==> config.mk <==
export PLATFORM = sky130hd
export DESIGN_NAME = psk_acq_sequencer
export DESIGN_NICKNAME = d
export VERILOG_FILES = /design/src/rtl/psk_acq_sequencer.sv
export SDC_FILE = /design/constraint.sdc
export NUM_CORES = 1
export LEC_CHECK = 0
export CELL_PAD_IN_SITES_DETAIL_PLACEMENT = 1
export CELL_PAD_IN_SITES_GLOBAL_PLACEMENT = 2
export CORE_UTILIZATION = 35
export CTS_CLUSTER_SIZE = 20
export DETAILED_ROUTE_END_ITERATION = 8
export PLACE_DENSITY_LB_ADDON = 0.1
export SYNTH_ARGS = -nofsm -noshare
export SYNTH_HDL_FRONTEND = slang
export SYNTH_SLANG_ARGS = --single-unit
==> constraint.sdc <==
create_clock -name clk -period 6.1 [get_ports clk]
set_input_delay 1.525 -clock clk [delete_from_list [all_inputs] [get_ports clk]]
set_output_delay 1.525 -clock clk [all_outputs]
set_load 0.05 [all_outputs]
==> src/rtl/psk_acq_sequencer.sv <==
// psk_acq_sequencer: frequency-sweep acquisition controller for the PSK correlator datapath.
// Ports:
//   clk, rst_in        clock and synchronous active-high reset
//   start              begin a sweep (honoured only in IDLE, LOCK and FAIL)
//   i_value, q_value   signed correlator sums, sampled on the dump_stb cycle
//   corr_rst           one-cycle correlator clear at the start of each window
//   dump_stb           one-cycle strobe marking the end of an integration window
//   fcw, bin_idx       NCO frequency control word and current bin index
//   busy, locked, fail sweep in progress / locked to best bin / no bin above threshold
//   best_fcw, best_mag strongest bin seen so far and its accumulated magnitude
module psk_acq_sequencer #(
    parameter int FCW_W       = 13,
    parameter int FCW_START   = 512,
    parameter int FCW_STEP    = 16,
    parameter int N_BINS      = 16,
    parameter int INT_LEN     = 256,
    parameter int DWELLS      = 4,
    parameter int LOCK_THRESH = 64
) (
    input  logic                       clk,
    input  logic                       rst_in,
    input  logic                       start,
    input  logic [7:0]                 i_value,
    input  logic [7:0]                 q_value,
    output logic                       corr_rst,
    output logic                       dump_stb,
    output logic [FCW_W-1:0]           fcw,
    output logic [7:0]                 bin_idx,
    output logic                       busy,
    output logic                       locked,
    output logic                       fail,
    output logic [FCW_W-1:0]           best_fcw,
    output logic [8+$clog2(DWELLS):0]  best_mag
);
    localparam int ACC_W = 9 + $clog2(DWELLS);
    localparam int DW_W  = DWELLS > 1 ? $clog2(DWELLS) : 1;
    localparam int CNT_W = $clog2(INT_LEN);

    typedef enum logic [3:0] {IDLE, CLEAR, INTEG, DUMP, EVAL, NEXT, DECIDE, LOCK, FAIL} state_t;

    state_t             state, state_n;
    logic [FCW_W-1:0]   fcw_n, best_fcw_n;
    logic [7:0]         bin_n;
    logic [ACC_W-1:0]   acc, acc_n, best_mag_n;
    logic [DW_W-1:0]    dwell, dwell_n;
    logic [CNT_W-1:0]   cnt, cnt_n;
    logic [8:0]         abs_i, abs_q, mag;

    // Sign-extend to 9 bits before negating so |-128| = 128 is representable.
    assign abs_i = i_value[7] ? 9'd0 - {1'b1, i_value} : {1'b0, i_value};
    assign abs_q = q_value[7] ? 9'd0 - {1'b1, q_value} : {1'b0, q_value};
    assign mag   = abs_i + abs_q;

    always_comb begin
        state_n    = state;
        fcw_n      = fcw;
        bin_n      = bin_idx;
        best_fcw_n = best_fcw;
        best_mag_n = best_mag;
        acc_n      = acc;
        dwell_n    = dwell;
        cnt_n      = cnt;
        case (state)
            IDLE, LOCK, FAIL: if (start) begin
                state_n    = CLEAR;
                fcw_n      = FCW_W'(FCW_START);
                bin_n      = '0;
                best_fcw_n = FCW_W'(FCW_START);
                best_mag_n = '0;
                acc_n      = '0;
                dwell_n    = '0;
            end
            CLEAR: begin
                cnt_n   = '0;
                state_n = INTEG;
            end
            INTEG: begin
                if (cnt == CNT_W'(INT_LEN - 1)) state_n = DUMP;
                else cnt_n = cnt + 1'b1;
            end
            DUMP: begin
                acc_n = acc + ACC_W'(mag);
                if (dwell == DW_W'(DWELLS - 1)) state_n = EVAL;
                else begin
                    dwell_n = dwell + 1'b1;
                    state_n = CLEAR;
                end
            end
            EVAL: begin
                // Strict compare: on a tie the earlier (lower) bin is kept.
                if (acc > best_mag) begin
                    best_mag_n = acc;
                    best_fcw_n = fcw;
                end
                acc_n   = '0;
                dwell_n = '0;
                state_n = bin_idx == 8'(N_BINS - 1) ? DECIDE : NEXT;
            end
            NEXT: begin
                fcw_n   = fcw + FCW_W'(FCW_STEP);
                bin_n   = bin_idx + 8'd1;
                state_n = CLEAR;
            end
            DECIDE: begin
                if (32'(best_mag) >= 32'(LOCK_THRESH * DWELLS)) begin
                    fcw_n   = best_fcw;
                    state_n = LOCK;
                end else begin
                    fcw_n   = FCW_W'(FCW_START);
                    state_n = FAIL;
                end
            end
            default: state_n = IDLE;
        endcase
    end

    // Outputs are decoded from the next state so they are registered and
    // line up with the state they describe.
    always_ff @(posedge clk) begin
        if (rst_in) begin
            state    <= IDLE;
            fcw      <= FCW_W'(FCW_START);
            bin_idx  <= '0;
            best_fcw <= FCW_W'(FCW_START);
            best_mag <= '0;
            acc      <= '0;
            dwell    <= '0;
            cnt      <= '0;
            corr_rst <= 1'b0;
            dump_stb <= 1'b0;
            busy     <= 1'b0;
            locked   <= 1'b0;
            fail     <= 1'b0;
        end else begin
            state    <= state_n;
            fcw      <= fcw_n;
            bin_idx  <= bin_n;
            best_fcw <= best_fcw_n;
            best_mag <= best_mag_n;
            acc      <= acc_n;
            dwell    <= dwell_n;
            cnt      <= cnt_n;
            corr_rst <= state_n == CLEAR;
            dump_stb <= state_n == DUMP;
            busy     <= !(state_n inside {IDLE, LOCK, FAIL});
            locked   <= state_n == LOCK;
            fail     <= state_n == FAIL;
        end
    end
endmodule

Yosys cells after proc, flatten, opt, wreduce, memory -nomap -nowiden
Index checks and enable logic that the tools add are counted.

storage, ports and cells
  bits of input ports = 19
  output and inout bits = 50
  word-level logic and storage cells = 82
  bits in registers = 75
  RAM bits = 0
  memory bits (read-only) = 0
  memories kept = 0
  latch bits = 0

cells by class
  divide/modulo/power cells = 0
  reduce and logical (&&, ||, !) cells = 16
  shift operators = 0
  add/subtract/negate cells = 8
  magnitude comparators = 2
  mux-type cells = 24
  bitwise logic cells = 0
  equal/unequal tests = 19
  multiply operators = 0

operators by type and width
  cell                     number
  $mux W13                 3
  $pmux W13 S3             1
  $pmux W11 S3             1
  $pmux W8 S2              2
  $pmux W4 S7              1
  $pmux W13 S2             1
  $mux W11                 2
  $pmux W11 S2             1
  $eq A4 B3 Y1 const B     5
  $mux W9                  2
  $sub A1 B9 Y9 const A    2
  $add A8 B1 Y8 const B    2
  $mux W8                  2
  $add A13 B5 Y13 const B  1
  $eq A4 B2 Y1 const B     3
  $mux W4                  3
  $add A11 B9 Y11          1
  $ge A11 B9 Y1 const B    1
  $gt A11 B11 Y1           1
  $add A9 B9 Y9            1
  $reduce_bool A3 Y1       3
  $eq A4 B1 Y1 const B     2
  $eq A4 B4 Y1 const B     2
  $eq A8 B4 Y1 const B     1
  other kinds (13)         25

Depth between registers and ports, before layout
Gate-level depths: netlist of the first run.

  word-level depth = 6
  mapped depth = 16
  mapped depth without buffers = 16

Least setup slack after synthesis of the first run
No wires, ideal clock.

  path type = input to register
  from = input port i_value[0]
  to = register acc[10]
  stages = 16
  library setup time = 118 ps
  setup slack = 1,591 ps
  arrival time = 4,391 ps
  cell sequence = inv_1 > ha_1 > nand2_1 > o21ai_0 > fa_1 > a21o_1 > a21oi_1 > nor2b_1 > o31ai_1 > a21boi_0 > ha_1 > o21a_1 > a21oi_1 > a211oi_1 > o211a_1 > mux2i_1

between the ends
  word-level cells in the longest chain between the ends = 5

ends and longest elaborated chain
  what                    line  text
  start: declaration      23    input logic [7:0] i_value,
  $sub A1 B9 Y9           50    assign abs_i = i_value[7] ? 9'd0 - {1'b1, i_value} : {1'b0, i_value};
  $mux W9 (*)             50
  $add A9 B9 Y9 (*)       52    assign mag = abs_i + abs_q;
  $add A11 B9 Y11 (*)     82    acc_n = acc + ACC_W'(mag);
  $pmux W11 S3 (*)        63    case (state)
  end signal: assignment  140   acc <= acc_n;
  end: declaration        44    logic [ACC_W-1:0] acc, acc_n, best_mag_n;

Every way passes the cells marked *; elsewhere a longest branch is shown, timed or not.
A chain may end at the register's enable or synchronous reset.

Worst setup path after layout of the first run
Ends and elaborated chain as after synthesis.

==> out/metrics.yaml, run 1 <==
area_delta_synth_final_pct: 23.8
synth_cell_types: 68
setup_ws_ns: 1.01
fin_crit_ns: 5.09
path_delay_family: "compound AO/OA/AOI/OAI gates"
cts_buffer_depth: 2
synth_top_family_by_area: "simple AND/OR/NAND/NOR gates"
fin_tns_setup_ns: 0
cts.repair.resized: 0
drtPass1Iterations: 4
synth_area_per_cell_um2: 8.46
fin_skew_ns: 0.00685
fp-row-count: 42
max-slew-margin-rel: 0.235
synth-seq-cells: 75
first_global_vias: 4351
dp_hpwl_um: 9460
cts_tree: "done"
finalSetupViolCount: 0
critPathBufInv: 2
yosys_warnings: 0
antenna_found_initial: 0
ys_async_sr_fraction: 0
synth_edf_count: 0
cp.arrival_ns: 5.32
leakage_uw: 0.00210
peakVddDrop_mv: 0.117
synth_compound_area_frac: 0.187
path_clk_slew_ns: 0.06
crit_path_end_kind: "flip-flop"
final_common_cell: "dfxtp_1"
clk_latency_ns: 0.34
fillerInstances: 1585
drv_cap: 0
total_power_uw: 1290
crit_slowest_cell: "clkdlybuf4s50_1"
seq_area_frac_synth: 0.318
synth_cells: 558
grt.total_usage: 0.197
final_max_slew_viol_count: 0
layout.nets: 674
portBuffers: 68
seq_area_um2: 1500
critPathKind: "in2reg"
hold_viol: 0
hold_path_class: "reg2reg"
synthAdderAreaFrac: 0.0986
worst_slew_pin_slew_ns: 1.15
holdBufCountCts: 0
cts-root-buf: "clkbuf_16"
antenna_cells: 0
netlist_area_um2: 4720
final_cell_mix: "75 x dfxtp_1, 67 x clkdlybuf4s50_1, 46 x nor2_1"
cpPeakStageDelay_ns: 0.50
die_y_um: 118
place_ws_ns: 0.618
yosys.area_share.simple: 0.236
path_max_fanout: 6
grt_pass1_wl_um: 22000
powerDensity_nw_per_um2: 221
h-tree-depth: 3
utilization: 0.443
cp-start-kind: "input pin"
core_um2: 13200
io_pins: 69
fp.dieW_um: 118
first_iter_violations: 155
place_congestion: 0.819
crit_chain: "clkdlybuf4s50_1, inv_1, ha_1, nand2_1, o21ai_0, fa_1, a21o_1, a21oi_1, nor2b_1, o31ai_1, a21boi_0, ha_1, o21a_1, a21oi_1, a211oi_1, o211a_1, mux2i_1"
ant_nets: 0
layout-drive-gt1-share: 0.0626
vias: 4218
synth_mux_area_frac: 0.0575
die-area_um2: 14000
synthXorXnorAreaFrac: 0.0556
synthFlopType: "dfxtp_1"
grt_max_degree: 70
timing.final.crit_share: 0.834
required_ns: 6.33
multiInputGateArea_um2: 3000
rsz0062_at_grt: "no"
whs_ns: 0.477
cts.sinks: 75
cts_buffers: 9
syn_nets: 613
status: "finished clean"
grt.overflow.total: 0
start_util: 0.358
max_freq_mhz: 197
wire_per_inst_um: 16.3
wl_um: 13000
post-cts-setup-buffers: 0
viasPerCell: 5.28
post-route-drc-count: 0
flip-flops by register name, summed over array words and instances, names as in the netlist:
| name | count |
|---|---|
| best_fcw | 13 |
| fcw | 13 |
| acc | 11 |
| best_mag | 11 |
| bin_idx | 8 |
| cnt | 8 |
| state | 4 |
| dwell | 2 |
| busy | 1 |
| corr_rst | 1 |
| dump_stb | 1 |
| fail | 1 |
| locked | 1 |
path summary, 6_finish.rpt:
check,start,to,slack (ns),depth (start not counted)
setup / recovery,i_value[0],acc[10],1.01,17
hold reg to reg,best_mag[6],best_mag[6],0.48,2
setup reg to reg,state[1],fcw[9],3.21,5
hold / removal,best_mag[6],best_mag[6],0.48,2
cell families (layout without fill, tap and decap cells):
group / Yosys count / count (layout)
xor gates and xnor gates: 30 / 30
and+or+nand+nor: 210 / 210
adders and majority gates: 36 / 36
AOI/OAI and AO/OA: 128 / 128
muxes: 27 / 27
DFF: 75 / 75
buffers and inverters: 52 / 117
power breakdown:
part | switching [uW] | internal [uW] | total, uW | leakage (uW)
combinational | 128 | 95.6 | 224 | 0.00134
clock | 208 | 355 | 563 | 0.000152
sequential | 8.65 | 495 | 503 | 0.000605
total | 345 | 946 | 1290 | 0.00210
worst min-delay path, delay by kind of cell, from the launching register on:
kind | cells | cell delay [ns]
flip-flops | 1 | 0.32
AND/OR/NAND/NOR | 1 | 0.06
multiplexers | 1 | 0.05
cells in the mapped netlist, types with 6 or more instances:
library cell / n / share of area
and3_1: 6 / 0.0079
nand2_1: 44 / 0.035
clkbuf_1: 8 / 0.0064
buf_2: 11 / 0.012
nand4_1: 6 / 0.0079
xnor2_1: 28 / 0.052
dfxtp_1: 75 / 0.32
a21oi_1: 38 / 0.040
nor2_1: 46 / 0.037
mux2i_1: 26 / 0.055
a21o_1: 6 / 0.0095
o21ai_0: 26 / 0.028
nand2b_1: 33 / 0.044
a22oi_1: 6 / 0.0095
nor3_1: 12 / 0.013
inv_1: 29 / 0.023
or3_1: 11 / 0.015
a211oi_1: 6 / 0.0095
a2111oi_2: 6 / 0.019
ha_1: 34 / 0.090
nand3_1: 14 / 0.015
layout make-up:
cell class	count	area share
clock buffer	10	0.0392
sequential	75	0.257
multi-input combinational	431	0.512
inverter	29	0.0186
timing repair buffer	73	0.122
clock inverter	5	0.0135
tap	176	0.0377
per-stage QoR:
step,cells,cell area (um2)
2_1_floorplan,558,4720
3_3_place_gp,784,5540
3_5_place_dp,784,5540
4_1_cts,799,5850
5_1_grt,799,5850
6_report,799,5850
layer usage:
metal	wire, um	global-route usage	vias up
met3	511	0.0415	15
met2	5650	0.301	67
li1	-	-	2113
met4	219	0.0737	0
met1	6610	0.271	2023
met5	0	0	-
No activity file was read; power rests on OpenSTA's default activity.
==> inputs of run 2 (changes only) <==
Settings changed: CORE_UTILIZATION 35 to 30.
Clock period 6.1 ns to 4.19 ns, I/O delays scaled along.
==> run 2 against run 1 <==
Compared with the run above: cell count increased by 9.0%; combinational power increased by 110%; die area increased by 16%; clock-buffer cell count decreased by 1; clock power increased by 37%; critical path depth decreased by 3; critical path type unchanged; critical endpoint is now acc[8]; largest cell class unchanged; highest routed layer unchanged.
==> out/metrics.yaml, run 2 (same netlist as run 1, synthesis figures left out) <==
status: "finished clean"
dp_hpwl_um: 10200
swShare: 0.309
fillerInstances: 1778
critPathKind: "in2reg"
power_switching_uw: 610
core_um2: 15300
path_clk_slew_ns: 0.07
hold_path_class: "reg2reg"
drv_cap: 0
clk_latency_ns: 0.36
viasPerCell: 5.04
final_common_cell: "dfxtp_1"
die-area_um2: 16200
peakVddDrop_mv: 0.228
largestRegisters: "best_fcw: 13 flops, fcw: 13 flops"
leakage_uw: 0.00236
max_freq_mhz: 250
fp.dieW_um: 127
cts_buffer_depth: 2
layout.nets: 710
rsz0062_at_grt: "no"
drtPass1Iterations: 5
vias: 4393
grt.overflow.total: 0
cts-root-buf: "clkbuf_16"
io_pins: 69
timing.final.crit_share: 0.954
holdBufCountCts: 0
critPathBufInv: 1
path_delay_family: "compound AO/OA/AOI/OAI gates"
comb_power_share: 0.237
p_int_uw: 1360
ant_nets: 0
cpPeakStageDelay_ns: 0.42
first_global_vias: 4482
die_y_um: 127
crit_chain: "clkdlybuf4s50_1, or3_4, o31ai_1, xnor2_1, ha_2, o21a_1, o22ai_4, xnor2_2, ha_1, o21a_1, a21oi_4, a21o_1, xnor2_1, o32ai_1"
cts.sinks: 75
seqPwrFrac: 0.372
design_area_um2: 6370
max-slew-margin-rel: 0.537
grt.total_usage: 0.183
place_congestion: 0.789
antenna_found_initial: 0
grt_pass1_wl_um: 23200
fp-row-count: 45
fin_tns_setup_ns: 0
final_max_slew_viol_count: 0
worst_slew_pin_slew_ns: 0.695
fin_skew_ns: 0.0124
wl_um: 14100
cts_tree: "done"
crit_path_end_kind: "flip-flop"
hold_viol: 0
portBuffers: 68
grt_max_degree: 42
cp-start-kind: "input pin"
post-route-drc-count: 0
required_ns: 4.45
antenna_cells: 0
finalSetupViolCount: 0
fin_crit_ns: 4.00
wire_per_inst_um: 16.2
area_delta_synth_final_pct: 34.9
h-tree-depth: 3
placed_area_um2: 5840
p_clk_frac: 0.392
start_util: 0.309
final_cell_mix: "75 x dfxtp_1, 62 x clkdlybuf4s50_1, 44 x nor2_1"
powerDensity_nw_per_um2: 309
cp.arrival_ns: 4.26
layout-drive-gt1-share: 0.170
path_max_fanout: 3
first_iter_violations: 182
cts_buffers: 9
crit_slowest_cell: "clkdlybuf4s50_1"
==> run 2: final cells by class <==
class / count / area (um2) / area share
Multi-Input combinational cell: 431 / 3220 / 0.506
Clock inverter: 7 / 56.3 / 0.00884
Timing Repair Buffer: 109 / 992 / 0.156
Inverter: 29 / 109 / 0.0171
Clock buffer: 9 / 225 / 0.0354
Tap cell: 211 / 264 / 0.0414
Sequential cell: 75 / 1500 / 0.236
==> run 2: what timing repair did <==
action / CTS / global route
resized for setup: 21 / 34
buffers inserted: 1 / 1
endpoints found under the setup margin: 6 / 6
pin swaps: 11 / 18
==> run 2: path summary, 6_finish.rpt <==
check	from	endpoint	slack, ns	cells after the start
setup / recovery	q_value[2]	acc[8]	0.19	14
hold / removal	best_fcw[2]	fcw[2]	0.48	2
setup reg to reg	best_mag[8]	best_fcw[5]	1.79	8
hold reg to reg	best_fcw[2]	fcw[2]	0.48	2
==> run 2: per-layer routing <==
| layer | global-route usage | part of all wire | up-vias |
|---|---|---|---|
| li1 | - | - | 2193 |
| met1 | 0.239 | 0.49 | 2126 |
| met2 | 0.296 | 0.46 | 61 |
| met3 | 0.0352 | 0.034 | 13 |
| met4 | 0.0700 | 0.016 | 0 |
| met5 | 0 | 0 | - |
==> run 2: power groups by stage <==
| stage | clock network [uW] | logic, uW | registers [uW] |
|---|---|---|---|
| 2_1_floorplan | 0 | 231 | 752 |
| 3_3_place_gp | 0 | 381 | 748 |
| 3_5_place_dp | 0 | 392 | 749 |
| 4_1_cts | 792 | 418 | 732 |
| 5_1_grt | 819 | 512 | 733 |
| 6_report | 772 | 466 | 732 |
==> run 2: through the flow <==
| step | cells | worst slack, ns | power [uW] | utilization | hold WS, ns |
|---|---|---|---|---|---|
| detailed placement | 853 | -0.670 | 1140 | 0.383 | 0.467 |
| finish | 871 | 0.193 | 1970 | 0.417 | 0.481 |
| global placement | 853 | -0.593 | 1130 | 0.383 | 0.457 |
| CTS | 870 | 0.00616 | 1940 | 0.406 | 0.481 |
| global route | 871 | 0.00281 | 2060 | 0.417 | 0.491 |
| floorplan | 558 | 0.159 | 983 | - | 0.458 |
==> run 2: worst register-to-register path: cells and delay by family, from the launching register on <==
| kind | cells | cell delay, ns |
|---|---|---|
| flops | 1 | 0.39 |
| fa+ha+maj | 1 | 0.29 |
| compound gates | 2 | 0.53 |
| buf+inv | 2 | 0.50 |
| mux | 1 | 0.26 |
| simple gates | 2 | 0.36 |
